===== config.mk =====
export PLATFORM = sky130hd
export DESIGN_NAME = armleocpu_decode
export DESIGN_NICKNAME = d
export VERILOG_FILES = /design/src/rtl/armleocpu_decode.sv
export SDC_FILE = /design/constraint.sdc
export NUM_CORES = 1
export LEC_CHECK = 0
export BUFFER_PORTS_ARGS = -buffer_cell sky130_fd_sc_hd__buf_2
export CORE_ASPECT_RATIO = 0.8
export CORE_MARGIN = 2
export CORE_UTILIZATION = 40
export DETAILED_ROUTE_END_ITERATION = 8
export PLACE_DENSITY_LB_ADDON = 0.05
export SYNTH_ARGS = -nofsm -noshare
export SYNTH_HDL_FRONTEND = slang
export SYNTH_SLANG_ARGS = --single-unit

===== constraint.sdc =====
create_clock -name clk -period 1.9 [get_ports clk]
set_clock_uncertainty 0.1 [all_clocks]
set_input_delay 0.095 -clock clk [delete_from_list [all_inputs] [get_ports clk]]
set_output_delay 0.095 -clock clk [all_outputs]
set_load 0.03 [all_outputs]

===== src/rtl/armleocpu_decode.sv =====
// Decode stage: one-entry D2E register, register address extraction, serialization stall.
// Define ARMLEOCPU_DECODE_ILLEGAL_EN to flag and serialize unsupported opcodes.

`ifndef F2E_TYPE_WIDTH
`define F2E_TYPE_WIDTH 2
`endif
`ifndef F2E_TYPE_INSTR
`define F2E_TYPE_INSTR 2'd0
`endif
`ifndef F2E_TYPE_INTERRUPT_PENDING
`define F2E_TYPE_INTERRUPT_PENDING 2'd1
`endif
`ifndef ARMLEOCPU_D2F_CMD_WIDTH
`define ARMLEOCPU_D2F_CMD_WIDTH 2
`endif
`ifndef ARMLEOCPU_D2F_CMD_NONE
`define ARMLEOCPU_D2F_CMD_NONE 2'd0
`endif
`ifndef ARMLEOCPU_D2F_CMD_START_BRANCH
`define ARMLEOCPU_D2F_CMD_START_BRANCH 2'd1
`endif
`ifndef ARMLEOCPU_D2F_CMD_FLUSH
`define ARMLEOCPU_D2F_CMD_FLUSH 2'd2
`endif

module armleocpu_decode #(
    parameter logic SERIALIZE_FENCE = 1'b1
) (
    input  logic                                clk,
    input  logic                                rst_n,

    input  logic                                f2d_valid,
    input  logic [`F2E_TYPE_WIDTH-1:0]          f2d_type,
    input  logic [31:0]                         f2d_instr,
    input  logic [31:0]                         f2d_pc,

    output logic                                d2f_ready,
    output logic [`ARMLEOCPU_D2F_CMD_WIDTH-1:0] d2f_cmd,
    output logic [31:0]                         d2f_branchtarget,

    output logic                                d2e_valid,
    output logic [`F2E_TYPE_WIDTH-1:0]          d2e_type,
    output logic [31:0]                         d2e_instr,
    output logic [31:0]                         d2e_pc,
    output logic [4:0]                          d2e_rs1_addr,
    output logic [4:0]                          d2e_rs2_addr,
    output logic [4:0]                          d2e_rd_addr,
    output logic                                d2e_serialize,
    output logic                                d2e_illegal,

    input  logic                                e2d_ready,
    input  logic [`ARMLEOCPU_D2F_CMD_WIDTH-1:0] e2d_cmd,
    input  logic [31:0]                         e2d_branchtarget
);

    typedef enum logic {
        IDLE,
        SERIALIZE
    } state_t;

    state_t state;

    logic [6:0] opcode;
    logic [2:0] funct3;
    logic       is_instr;
    logic       is_system;
    logic       is_fence;
    logic       is_fence_i;
    logic       f2d_illegal;
    logic       f2d_serialize;
    logic       redirect;
    logic       load;

    assign opcode   = f2d_instr[6:0];
    assign funct3   = f2d_instr[14:12];
    assign is_instr = (f2d_type == `F2E_TYPE_INSTR);

    assign is_system  = (opcode == 7'b1110011);
    assign is_fence   = (opcode == 7'b0001111) && (funct3 == 3'b000);
    assign is_fence_i = (opcode == 7'b0001111) && (funct3 == 3'b001);

`ifdef ARMLEOCPU_DECODE_ILLEGAL_EN
    // Full 7-bit opcode match also rejects compressed encodings (instr[1:0] != 2'b11).
    always_comb begin
        f2d_illegal = 1'b0;
        if (is_instr) begin
            case (opcode)
                7'b0110111, 7'b0010111, 7'b1101111, 7'b1100111,
                7'b1100011, 7'b0000011, 7'b0100011, 7'b0010011,
                7'b0110011, 7'b0001111, 7'b1110011: f2d_illegal = 1'b0;
                default:                            f2d_illegal = 1'b1;
            endcase
        end
    end
`else
    assign f2d_illegal = 1'b0;
`endif

    assign f2d_serialize = (f2d_type == `F2E_TYPE_INTERRUPT_PENDING)
                        || (is_instr && (is_system || is_fence_i
                                         || (SERIALIZE_FENCE && is_fence)
                                         || f2d_illegal));

    assign redirect = (e2d_cmd != `ARMLEOCPU_D2F_CMD_NONE);

    // Redirects pass straight through to fetch; outputs are held quiet while in reset.
    always_comb begin
        d2f_ready        = 1'b0;
        d2f_cmd          = `ARMLEOCPU_D2F_CMD_NONE;
        d2f_branchtarget = '0;
        if (rst_n) begin
            if (redirect) begin
                d2f_ready        = 1'b1;
                d2f_cmd          = e2d_cmd;
                d2f_branchtarget = e2d_branchtarget;
            end else begin
                d2f_ready = (state == IDLE) && (!d2e_valid || e2d_ready);
            end
        end
    end

    assign load = f2d_valid && d2f_ready && !redirect;

    assign d2e_rs1_addr = d2e_instr[19:15];
    assign d2e_rs2_addr = d2e_instr[24:20];
    assign d2e_rd_addr  = d2e_instr[11:7];

    always_ff @(posedge clk or negedge rst_n) begin
        if (!rst_n) begin
            state         <= IDLE;
            d2e_valid     <= 1'b0;
            d2e_type      <= `F2E_TYPE_INSTR;
            d2e_instr     <= '0;
            d2e_pc        <= '0;
            d2e_serialize <= 1'b0;
            d2e_illegal   <= 1'b0;
        end else if (redirect) begin
            d2e_valid <= 1'b0;
            if (e2d_cmd == `ARMLEOCPU_D2F_CMD_START_BRANCH)
                state <= IDLE;
        end else if (load) begin
            d2e_valid     <= 1'b1;
            d2e_type      <= f2d_type;
            d2e_instr     <= f2d_instr;
            d2e_pc        <= f2d_pc;
            d2e_serialize <= f2d_serialize;
            d2e_illegal   <= f2d_illegal;
            if (f2d_serialize)
                state <= SERIALIZE;
        end else if (e2d_ready && d2e_valid) begin
            d2e_valid <= 1'b0;
        end
    end

endmodule

-- Word-level counts from Yosys, hierarchy flattened
Cells that the tools add are included.
- register bits after elaboration: 69
- latch bits: 0
- bits in writable memories: 0
- bits in read-only memories: 0
- input port bits: 104
- output and inout bits: 119
- logic and storage cells: 48
- memories: 0
- $add $sub $neg: 0
- multipliers: 0
- divide/modulo/power cells: 0
- order comparisons: 0
- eq/ne operators: 6
- shift-type cells: 0
- multiplexer cells: 13
- bitwise logic cells: 2
- reductions and logical operators: 21
- operators by type and width (operator ; number):
    32-bit 2-to-1 mux ; 2
    1-bit 2-to-1 mux ; 9
    7-bit by 4-bit == test with 1-bit output (second input constant) ; 1
    7-bit == test (second input constant) ; 1
    1-bit logical AND ; 7
    2-bit nonzero test ; 3
    2-bit by 1-bit == test with 1-bit output (second input constant) ; 2
    1-bit logical OR ; 4
    2-bit 2-to-1 mux ; 2
    3-bit by 1-bit == test with 1-bit output (second input constant) ; 1
    3-bit zero test ; 1
    3-bit AND reduction ; 1
    3-bit nonzero test ; 1
    1-bit zero test ; 2
    2-bit zero test ; 1
    2-bit by 1-bit != test with 1-bit output (second input constant) ; 1
    1-bit inverter ; 2
    2-bit AND reduction ; 1

-- Logic depth before layout (Yosys ltp)
Gate-level depths: netlist of the first run.
- depth in word-level cells: 9
- gate-level depth with buffers: 6
- depth with buffers taken out: 4

-- Worst setup path before layout of the first run
No wires, ideal clock.
- kind: register to register
- from: register d2e_valid
- to: register d2e_pc[17]
- setup time: 0.125 ns
- data arrival time: 1.405 ns
- data required time: 1.675 ns
- path slack: 0.270 ns
- stages on the path, launching flop included: 6
- buffers on the path: 2
- clock period less this slack: 1.630 ns
- cells stage by stage: dfrtp_1 > nand2b_1 > nand4_2 > buf_4 > buf_6 > mux2_4
- word-level cells in the longest chain between the ends: 8
- RTL lines (element ; RTL line ; text):
    from (decl) ; 41 ; output logic d2e_valid,
    from (signal assigned) ; 131 ; d2e_valid <= 1'b0;
    from (signal assigned) ; 138 ; d2e_valid <= 1'b0;
    from (signal assigned) ; 142 ; d2e_valid <= 1'b1;
    1-bit zero test ; 117 ; d2f_ready = (state == IDLE) && (!d2e_valid || e2d_ready);
    1-bit logical OR ; 117 ;
    1-bit logical AND ; 117 ;
    1-bit 2-to-1 mux ; 112 ; if (redirect) begin
    1-bit 2-to-1 mux ; 111 ; if (rst_n) begin
    1-bit logical AND (2 in series) ; 122 ; assign load = f2d_valid && d2f_ready && !redirect;
    2-bit AND reduction (no line) ; n/a ;
    to (signal assigned) ; 145 ; d2e_pc <= f2d_pc;
    to (decl) ; 44 ; output logic [31:0] d2e_pc,
No other way between the ends.
A chain may end at the register's enable or synchronous reset.

-- Final worst setup path of the first run
- from: input e2d_cmd[0]
- to: output d2f_ready
- word-level cells in the longest chain between the ends: 3
- RTL lines (element ; RTL line ; text):
    from (decl) ; 52 ; input logic [`ARMLEOCPU_D2F_CMD_WIDTH-1:0] e2d_cmd,
    2-bit nonzero test (no line) ; n/a ;
    1-bit 2-to-1 mux ; 112 ;
    1-bit 2-to-1 mux ; 111 ;
    to (decl) ; 37 ; output logic d2f_ready,
No other way between the ends.

==> impl_metrics.toml, run 1 <==
[timing]
max_freq_mhz = 565.1
tns_ns = 0
hold_viol = 0
fin_crit_ns = 1.770
timing.hold.ws_ns = 0.04063
finalMaxSlewViolations = 0
setup_violations = 0
tightest_slew_ns = 0.5776
finalWorstSetupSlack_ns = 0.1304
slew_headroom_pct = 61.49
post-route-period-util_pct = 93.14
rsz0062_at_grt = "no"

[layout]
n_antenna_cell = 0
drive_above_1_share_pct = 62.12
area_growth_pct = 67.34
finalNetCount = 598
finish.utilization_pct = 68.67

[global_route]
track_usage_pct = 18.90
grt_max_degree = 48
grt_pass1_wl_um = 12050
grt-ovfl-total = 0
grt_pass1_vias = 2605
antenna_found_initial = 0

[synth]
yosys-top-cells-count = "dfrtp_1 (69), mux2_2 (59), and2_1 (35)"
synth-edff-count = 0
syn_nets = 318
yosysTopAreaCellShare_pct = 57.19
synth_ff_type = "dfrtp_1"
postSynthAreaPerCell_um2 = 14.11
synth_async_sr_flop_share_pct = 100.0
yosys_warnings = 0
ys_seq_area_share_pct = 57.19
yosysMostFrequentCell = "dfrtp_1"
yosys-top-cells-area = "dfrtp_1 (57%), mux2_2 (22%), and2_1 (7.3%)"
ys_ff_latch = 69
yosysTopAreaCell = "dfrtp_1"
synthDistinctLibCells = 23
syn_area_um2 = 3019
syn_inst = 214

[placed_design]
place_ws_ns = 0.4467
gp_congestion = 0.7800
io_buffer_count = 221
hpwl_um = 5690

[setup_path]
worstSetupPathType = "input port to output port"
crit_chain = "dlygate4sd3_1 -> buf_2 -> o21a_1 -> buf_4 -> a31o_2 -> buf_2"
crit_top_cell = "buf_2"
start_kind = "input port"
worst-endpoint-arrival_ns = 1.57
critical_path_peak_fanout = 33
cp-end-kind = "output port"
cp_slowest_cell = "dlygate4sd3_1"
critical_path_required_ns = 1.70
cpPeakStageDelay_ns = 0.54

[floorplanning]
start_util_pct = 41.04
die_h_um = 81.71
num_io_pins = 223
coreArea_um2 = 7357
die_area_um2 = 8263
rows = 28
die_x_um = 101.1

[clock_network]
cts_made_buffers = 9
cts_sinks = 69
cts.reportedPaths.clkPinSlew_ns = 0.07
clockBufferDepth = 2
cts.repair.resized = 0
clock_latency_ns = 0.33
cts_tree = "done"
htreeDepth = 3
clock-root-buffer = "clkbuf_8"

[power]
powerDensity_nw_per_um2 = 1064
peakVddDrop_v = 0.0006758
p_leak_nw = 2.656
p_total_mw = 5.378

[route]
wirelength_um = 8157
routedWlPerCell_um = 13.85
vias_per_cell = 4.457
postRouteAntennaNets = 0
route.detailed.drc = 0
num_vias = 2625
detail_route.first_pass.iterations = 4
first_iter_violations = 47

[outcome]
run_status = "finished, final reports clean"

[hold_path]
hold_class = "input port to async pin"

[run]
cap_violations = 0
layout make-up:
class / instances / area [µm²]
clock buffers: 11 / 141.4
inverters: 1 / 3.754
clock inverters: 5 / 83.83
multi-input cells: 118 / 1122
fillers: 550 / 2305
flip-flops and latches: 69 / 1727
repair buffers: 295 / 1862
well taps: 90 / 112.6
final timing paths:
path                       slack (ns)                  start  cells past startpoint                      to
max                              0.13             e2d_cmd[0]                      6               d2f_ready
min                              0.04                  rst_n                      2   d2e_valid$_DFFE_PN0P_
max reg2reg                      0.45  d2e_valid$_DFFE_PN0P_                      4  d2e_pc[21]$_DFFE_PN0P_
min reg2reg                      0.40      state$_DFFE_PN0P_                      1       state$_DFFE_PN0P_
max in group asynchronous        0.89                  rst_n                      3  d2e_pc[29]$_DFFE_PN0P_
min in group clk                 0.05              e2d_ready                      3   d2e_valid$_DFFE_PN0P_
metrics by stage:
step | cell area (µm²) | instances
2_1_floorplan | 3019 | 214
4_1_cts | 5052 | 589
3_3_place_gp | 4136 | 504
6_report | 5052 | 589
3_5_place_dp | 4136 | 504
5_1_grt | 5052 | 589
power breakdown:
group / internal [mW] / switching [mW] / leakage (nW) / total, mW
clock: 0.777 / 0.541 / 0.106 / 1.32
combinational: 0.769 / 1.31 / 1.72 / 2.08
sequential: 1.80 / 0.178 / 0.834 / 1.98
cell families (layout without fill, tap and decap cells):
| group | count (synthesis) | count (layout) | share of synthesized area (%) |
|---|---|---|---|
| compound gates | 6 | 6 | 1.658 |
| buf+inv | 27 | 312 | 5.926 |
| flops | 69 | 69 | 57.19 |
| mux | 66 | 66 | 25.49 |
| other cells | 1 | 1 | 0.1242 |
| simple gates | 45 | 45 | 9.615 |
cell usage in the layout (no fill, tap or decap):
cell type	count
nor2_1	2
nand4_1	1
dfrtp_1	69
nand2b_1	2
mux2_2	59
nand2_1	1
mux2_4	7
nor3b_2	1
o31ai_1	1
conb_1	1
clkbuf_8	10
buf_2	220
bufinv_16	2
a41oi_1	1
o21a_1	1
and2_1	35
buf_4	4
nor3b_1	1
clkinvlp_4	2
dlygate4sd3_1	69
nor4b_1	1
a31o_2	1
inv_1	1
buf_12	2
clkinv_4	1
nand4_4	1
a22o_1	2
clkbuf_1	1
registers in the layout, summed over array words and instances (netlist names):
register       count
d2e_instr         32
d2e_type           2
d2e_serialize      1
state              1
d2e_pc            32
d2e_valid          1
per-layer routing:
layer  part of all wire, %  vias to the layer above  track usage [%]
met1                    39                     1216            21.90
met5                     0                        -                0
met4                   1.9                        0            7.703
met2                    52                      120            32.19
li1                      -                     1274                -
met3                   7.4                       15            6.723
worst max-delay path, delay by kind of cell:
| kind | cells | cell delay (ns) |
|---|---|---|
| AO/OA/AOI/OAI | 2 | 0.41 |
| buffers and inverters | 4 | 1.06 |
repair_timing:
item	CTS	global route
hold buffers	69	0
endpoints found under the hold margin	137	0
buffers inserted	0	0
Note: power is estimated with default switching activity, not from simulation.
==> run 2, diff against run 1 <==
--- a/config.mk
+++ b/config.mk
@@ -7,7 +7,6 @@
 export LEC_CHECK = 0
 export BUFFER_PORTS_ARGS = -buffer_cell sky130_fd_sc_hd__buf_2
 export CORE_ASPECT_RATIO = 0.8
-export CORE_MARGIN = 2
 export CORE_UTILIZATION = 40
 export DETAILED_ROUTE_END_ITERATION = 8
 export PLACE_DENSITY_LB_ADDON = 0.05
==> impl_metrics.toml, run 2 (same netlist as run 1, synthesis figures left out) <==
[setup_path]
rr_worst_depth = 5
r2r_slack_ns = 0.37
worstSetupPathType = "input port to output port"
critical_path_required_ns = 1.70
critical_path_peak_fanout = 32
r2r-end = "d2e_pc[22]$_DFFE_PN0P_"
rr_startpoint = "d2e_valid$_DFFE_PN0P_"
worst-endpoint-arrival_ns = 1.55
cp-end-kind = "output port"
start_kind = "input port"

[timing]
timing.hold.ws_ns = -0.2169
finalMaxSlewViolations = 0
finalWorstSetupSlack_ns = 0.1502
max_freq_mhz = 571.5
hold_viol = 43
fin_crit_ns = 1.750
rsz0062_at_grt = "no"
tns_ns = 0
setup_violations = 0
tightest_slew_ns = 0.5350
post-route-period-util_pct = 92.09
slew_headroom_pct = 64.33

[floorplanning]
rows = 27
die_area_um2 = 7902
die_h_um = 79.71
die_x_um = 99.14
coreArea_um2 = 7094
start_util_pct = 42.56
num_io_pins = 223

[outcome]
run_status = "complete, but fails checks"
failed_checks = "negative hold slack"

[layout]
finish.utilization_pct = 72.10
finalNetCount = 602
biggestRegsByFlops = "d2e_instr (32), d2e_pc (32), d2e_type (2)"
area_growth_pct = 69.42
layout_common_cells = "buf_2 (220), dfrtp_1 (69), dlygate4sd3_1 (69)"
design_area_um2 = 5115
drive_above_1_share_pct = 62.55
final_common_cell = "buf_2"
fin_cells = 589
n_antenna_cell = 0

[global_route]
grt_util_met2_pct = 37.90
grt_pass1_vias = 2639
grt.busiest_layer = "met2"
grt_use_met3_pct = 5.342
track_usage_pct = 20.86
grt_use_met1_pct = 23.66
grt-ovfl-total = 0
grt_max_degree = 45
grt_pass1_wl_um = 12630
antenna_found_initial = 0

[run]
cap_violations = 0

[placed_design]
io_buffer_count = 221
hpwl_um = 5588
place_inst = 501
place_ws_ns = 0.2781
gp_congestion = 0.7623
dpl_cell_area_um2 = 4133

[route]
routedWlPerCell_um = 14.18
num_vias = 2648
first_iter_violations = 63
detail_route.first_pass.iterations = 4
route.detailed.drc = 0
postRouteAntennaNets = 0
vias_per_cell = 4.496
wirelength_um = 8352

[clock_network]
cts.repair.resized = 0
ctsHoldBuffers = 70
cts.reportedPaths.clkPinSlew_ns = 0.07
clock_latency_ns = 0.33
cts_made_buffers = 9
cts_tree = "done"
clock-root-buffer = "clkbuf_8"
cts_sinks = 69
htreeDepth = 3
clockBufferDepth = 2

[power]
powerDensity_nw_per_um2 = 1069
p_total_mw = 5.470
peakVddDrop_v = 0.0006693
p_leak_nw = 2.700

[hold_path]
hold_class = "input port to async pin"
run 2: repair_timing:
item                       4_1_cts  5_1_grt
hold endpoints to repair       138       43
setup buffers                    0        3
setup endpoints to repair        0        1
run 2: critical path, cell delays in order:
cell and delay, ns:
dlygate4sd3_1 0.52, buf_2 0.15, o21a_1 0.14, buf_4 0.25, and2_1 0.18, buf_2 0.21
run 2: routing by layer:
layer / up-vias / share of wire, %
li1: 1283 / -
met2: 116 / 52
met4: 0 / 1.7
met1: 1237 / 40
met3: 12 / 5.7
met5: - / 0
run 2: power by group:
group / switching, mW / leakage [nW] / internal (mW) / total [mW]
sequential: 0.176 / 0.834 / 1.80 / 1.98
clock: 0.527 / 0.119 / 0.866 / 1.39
combinational: 1.32 / 1.75 / 0.777 / 2.10
total: 2.02 / 2.70 / 3.45 / 5.47
run 2: layout make-up:
class / count / area [µm²]
Clock buffer: 9 / 123.9
Clock inverter: 6 / 112.6
Fill cell: 507 / 1979
Inverter: 1 / 3.754
Multi-Input combinational cell: 118 / 1122
Sequential cell: 69 / 1727
Tap cell: 87 / 108.9
Timing Repair Buffer: 299 / 1917
run 2: worst max path at each step:
stage,startpoint,to,slack [ns],cells past startpoint
2_1_floorplan,d2e_valid$_DFFE_PN0P_,d2e_pc[17]$_DFFE_PN0P_,0.27,5
3_3_place_gp,d2e_valid$_DFFE_PN0P_,d2e_pc[23]$_DFFE_PN0P_,0.33,4
3_5_place_dp,d2e_valid$_DFFE_PN0P_,d2e_pc[22]$_DFFE_PN0P_,0.28,4
4_1_cts,e2d_cmd[1],d2e_valid$_DFFE_PN0P_,0.07,6
5_1_grt,e2d_cmd[1],d2f_branchtarget[29],0.07,6
6_report,e2d_cmd[1],d2f_branchtarget[29],0.15,6
==> run 3, diff against run 2 <==
--- a/config.mk
+++ b/config.mk
@@ -10,6 +10,7 @@
 export CORE_UTILIZATION = 40
 export DETAILED_ROUTE_END_ITERATION = 8
 export PLACE_DENSITY_LB_ADDON = 0.05
+export RECOVER_POWER = 50
 export SYNTH_ARGS = -nofsm -noshare
 export SYNTH_HDL_FRONTEND = slang
 export SYNTH_SLANG_ARGS = --single-unit
==> impl_metrics.toml, run 3 (same netlist as run 1, synthesis figures left out) <==
[outcome]
run_status = "complete, but fails checks"
failed_checks = "negative hold slack"

[route]
detail_route.first_pass.iterations = 4
postRouteAntennaNets = 0
routedWlPerCell_um = 14.26
routed.top_layer = "met4"
met3_wirelength_um = 481
first_iter_violations = 58
wirelength_um = 8397
num_vias = 2647
route.detailed.drc = 0
wl_met2_um = 4403
met1_length_um = 3381
vias_per_cell = 4.494

[setup_path]
critical_path_required_ns = 1.70
rr_startpoint = "d2e_valid$_DFFE_PN0P_"
cp_slowest_cell = "dlygate4sd3_1"
worstSetupPathType = "input port to output port"
cpLargestDelayFamily = "buffers and inverters"
r2r_slack_ns = 0.36
crit_chain = "dlygate4sd3_1 -> buf_2 -> o21a_1 -> buf_4 -> and2_1 -> buf_2"
r2r-end = "d2e_pc[22]$_DFFE_PN0P_"
critical_path_peak_fanout = 32
worst-endpoint-arrival_ns = 1.56
cp-end-kind = "output port"
start_kind = "input port"
cpPeakStageDelay_ns = 0.52
rr_worst_depth = 5
crit_start = "e2d_cmd[1]"
crit_top_cell = "buf_2"
critPathBufInv = 4

[clock_network]
clock-root-buffer = "clkbuf_8"
cts.reportedPaths.clkPinSlew_ns = 0.07
cts_sinks = 69
clock_latency_ns = 0.33
clockBufferDepth = 2
cts.repair.resized = 0
ctsHoldBuffers = 70
cts_tree = "done"
cts_made_buffers = 9
htreeDepth = 3

[layout]
finalNetCount = 602
area_growth_pct = 66.22
drive_above_1_share_pct = 50.40
n_antenna_cell = 0
fin_cells = 589
finish.utilization_pct = 70.74
final_common_cell = "buf_2"
layout_common_cells = "buf_2 (161), dfrtp_1 (69), dlygate4sd3_1 (69)"
biggestRegsByFlops = "d2e_instr (32), d2e_pc (32), d2e_type (2)"

[timing]
setup_violations = 0
rsz0062_at_grt = "no"
finalMaxSlewViolations = 0
tightest_slew_ns = 0.6329
tns_ns = 0
fin_crit_ns = 1.752
finalWorstSetupSlack_ns = 0.1481
slew_headroom_pct = 57.81
hold_viol = 43
max_freq_mhz = 570.8
timing.hold.ws_ns = -0.06973
post-route-period-util_pct = 92.20

[floorplanning]
die_area_um2 = 7902
rows = 27
coreArea_um2 = 7094
start_util_pct = 42.56
num_io_pins = 223
die_x_um = 99.14
die_h_um = 79.71

[placed_design]
hpwl_um = 5588
io_buffer_count = 221
place_inst = 501
place_ws_ns = 0.2781
gp_congestion = 0.7623

[power]
peakVddDrop_v = 0.0006715
p_leak_nw = 2.509
powerDensity_nw_per_um2 = 1075

[global_route]
grt_max_degree = 45
grt_pass1_vias = 2639
track_usage_pct = 20.86
grt-ovfl-total = 0
grt_pass1_wl_um = 12630
antenna_found_initial = 0

[run]
cap_violations = 0

[hold_path]
hold_class = "input port to async pin"
==> run 3: changes by cell type in the layout (fill, tap and decap cells not counted) <==
cell / change
buf_12: -1
clkbuf_1: +61
buf_2: -59
clkbuf_2: +1
buf_4: -2
==> run 3: worst register-to-register path, cell delays in order, from the launching register on <==
cell	delay, ns
dfrtp_1	0.38
nand2b_1	0.17
nand4_4	0.14
buf_12	0.16
buf_12	0.16
mux2_4	0.32
==> run 3: how the worst max path moves through the flow <==
| stage | to | depth (start not counted) |
|---|---|---|
| after floorplan | d2e_pc[17]$_DFFE_PN0P_ | 5 |
| after global placement | d2e_pc[23]$_DFFE_PN0P_ | 4 |
| after detailed placement | d2e_pc[22]$_DFFE_PN0P_ | 4 |
| after CTS | d2e_valid$_DFFE_PN0P_ | 6 |
| after global routing | d2f_branchtarget[29] | 6 |
| final | d2f_branchtarget[29] | 6 |
==> run 3: per-stage QoR <==
stage / instance area [µm²] / total power [mW]
after floorplan: 3019 / 3.405
after global placement: 4133 / 3.958
after detailed placement: 4133 / 3.980
after CTS: 5080 / 5.506
after global routing: 5019 / 5.649
final: 5019 / 5.396
==> run 3: area by class of cell <==
| cell class | count | area (µm²) |
|---|---|---|
| flip-flops and latches | 69 | 1727 |
| clock buffers | 9 | 123.9 |
| well taps | 87 | 108.9 |
| repair buffers | 299 | 1821 |
| multi-input cells | 118 | 1122 |
| clock inverters | 6 | 112.6 |
| inverters | 1 | 3.754 |
| fillers | 544 | 2076 |
==> run 3: repair_timing <==
action	4_1_cts	5_1_grt
endpoints found under the setup margin	0	1
buffers inserted	0	3
hold endpoints to repair	138	43
==> run 3: per-layer routing <==
layer	vias up	track usage, %
met5	-	0
met4	0	8.235
met3	13	5.342
met2	112	37.90
met1	1240	23.66
li1	1282	-
==> run 3: report_power, final <==
part / switching (mW) / leakage (nW) / total (mW) / internal, mW
combinational: 1.32 / 1.56 / 2.01 / 0.688
sequential: 0.186 / 0.834 / 1.99 / 1.80
clock: 0.530 / 0.119 / 1.40 / 0.866
total: 2.04 / 2.51 / 5.40 / 3.36
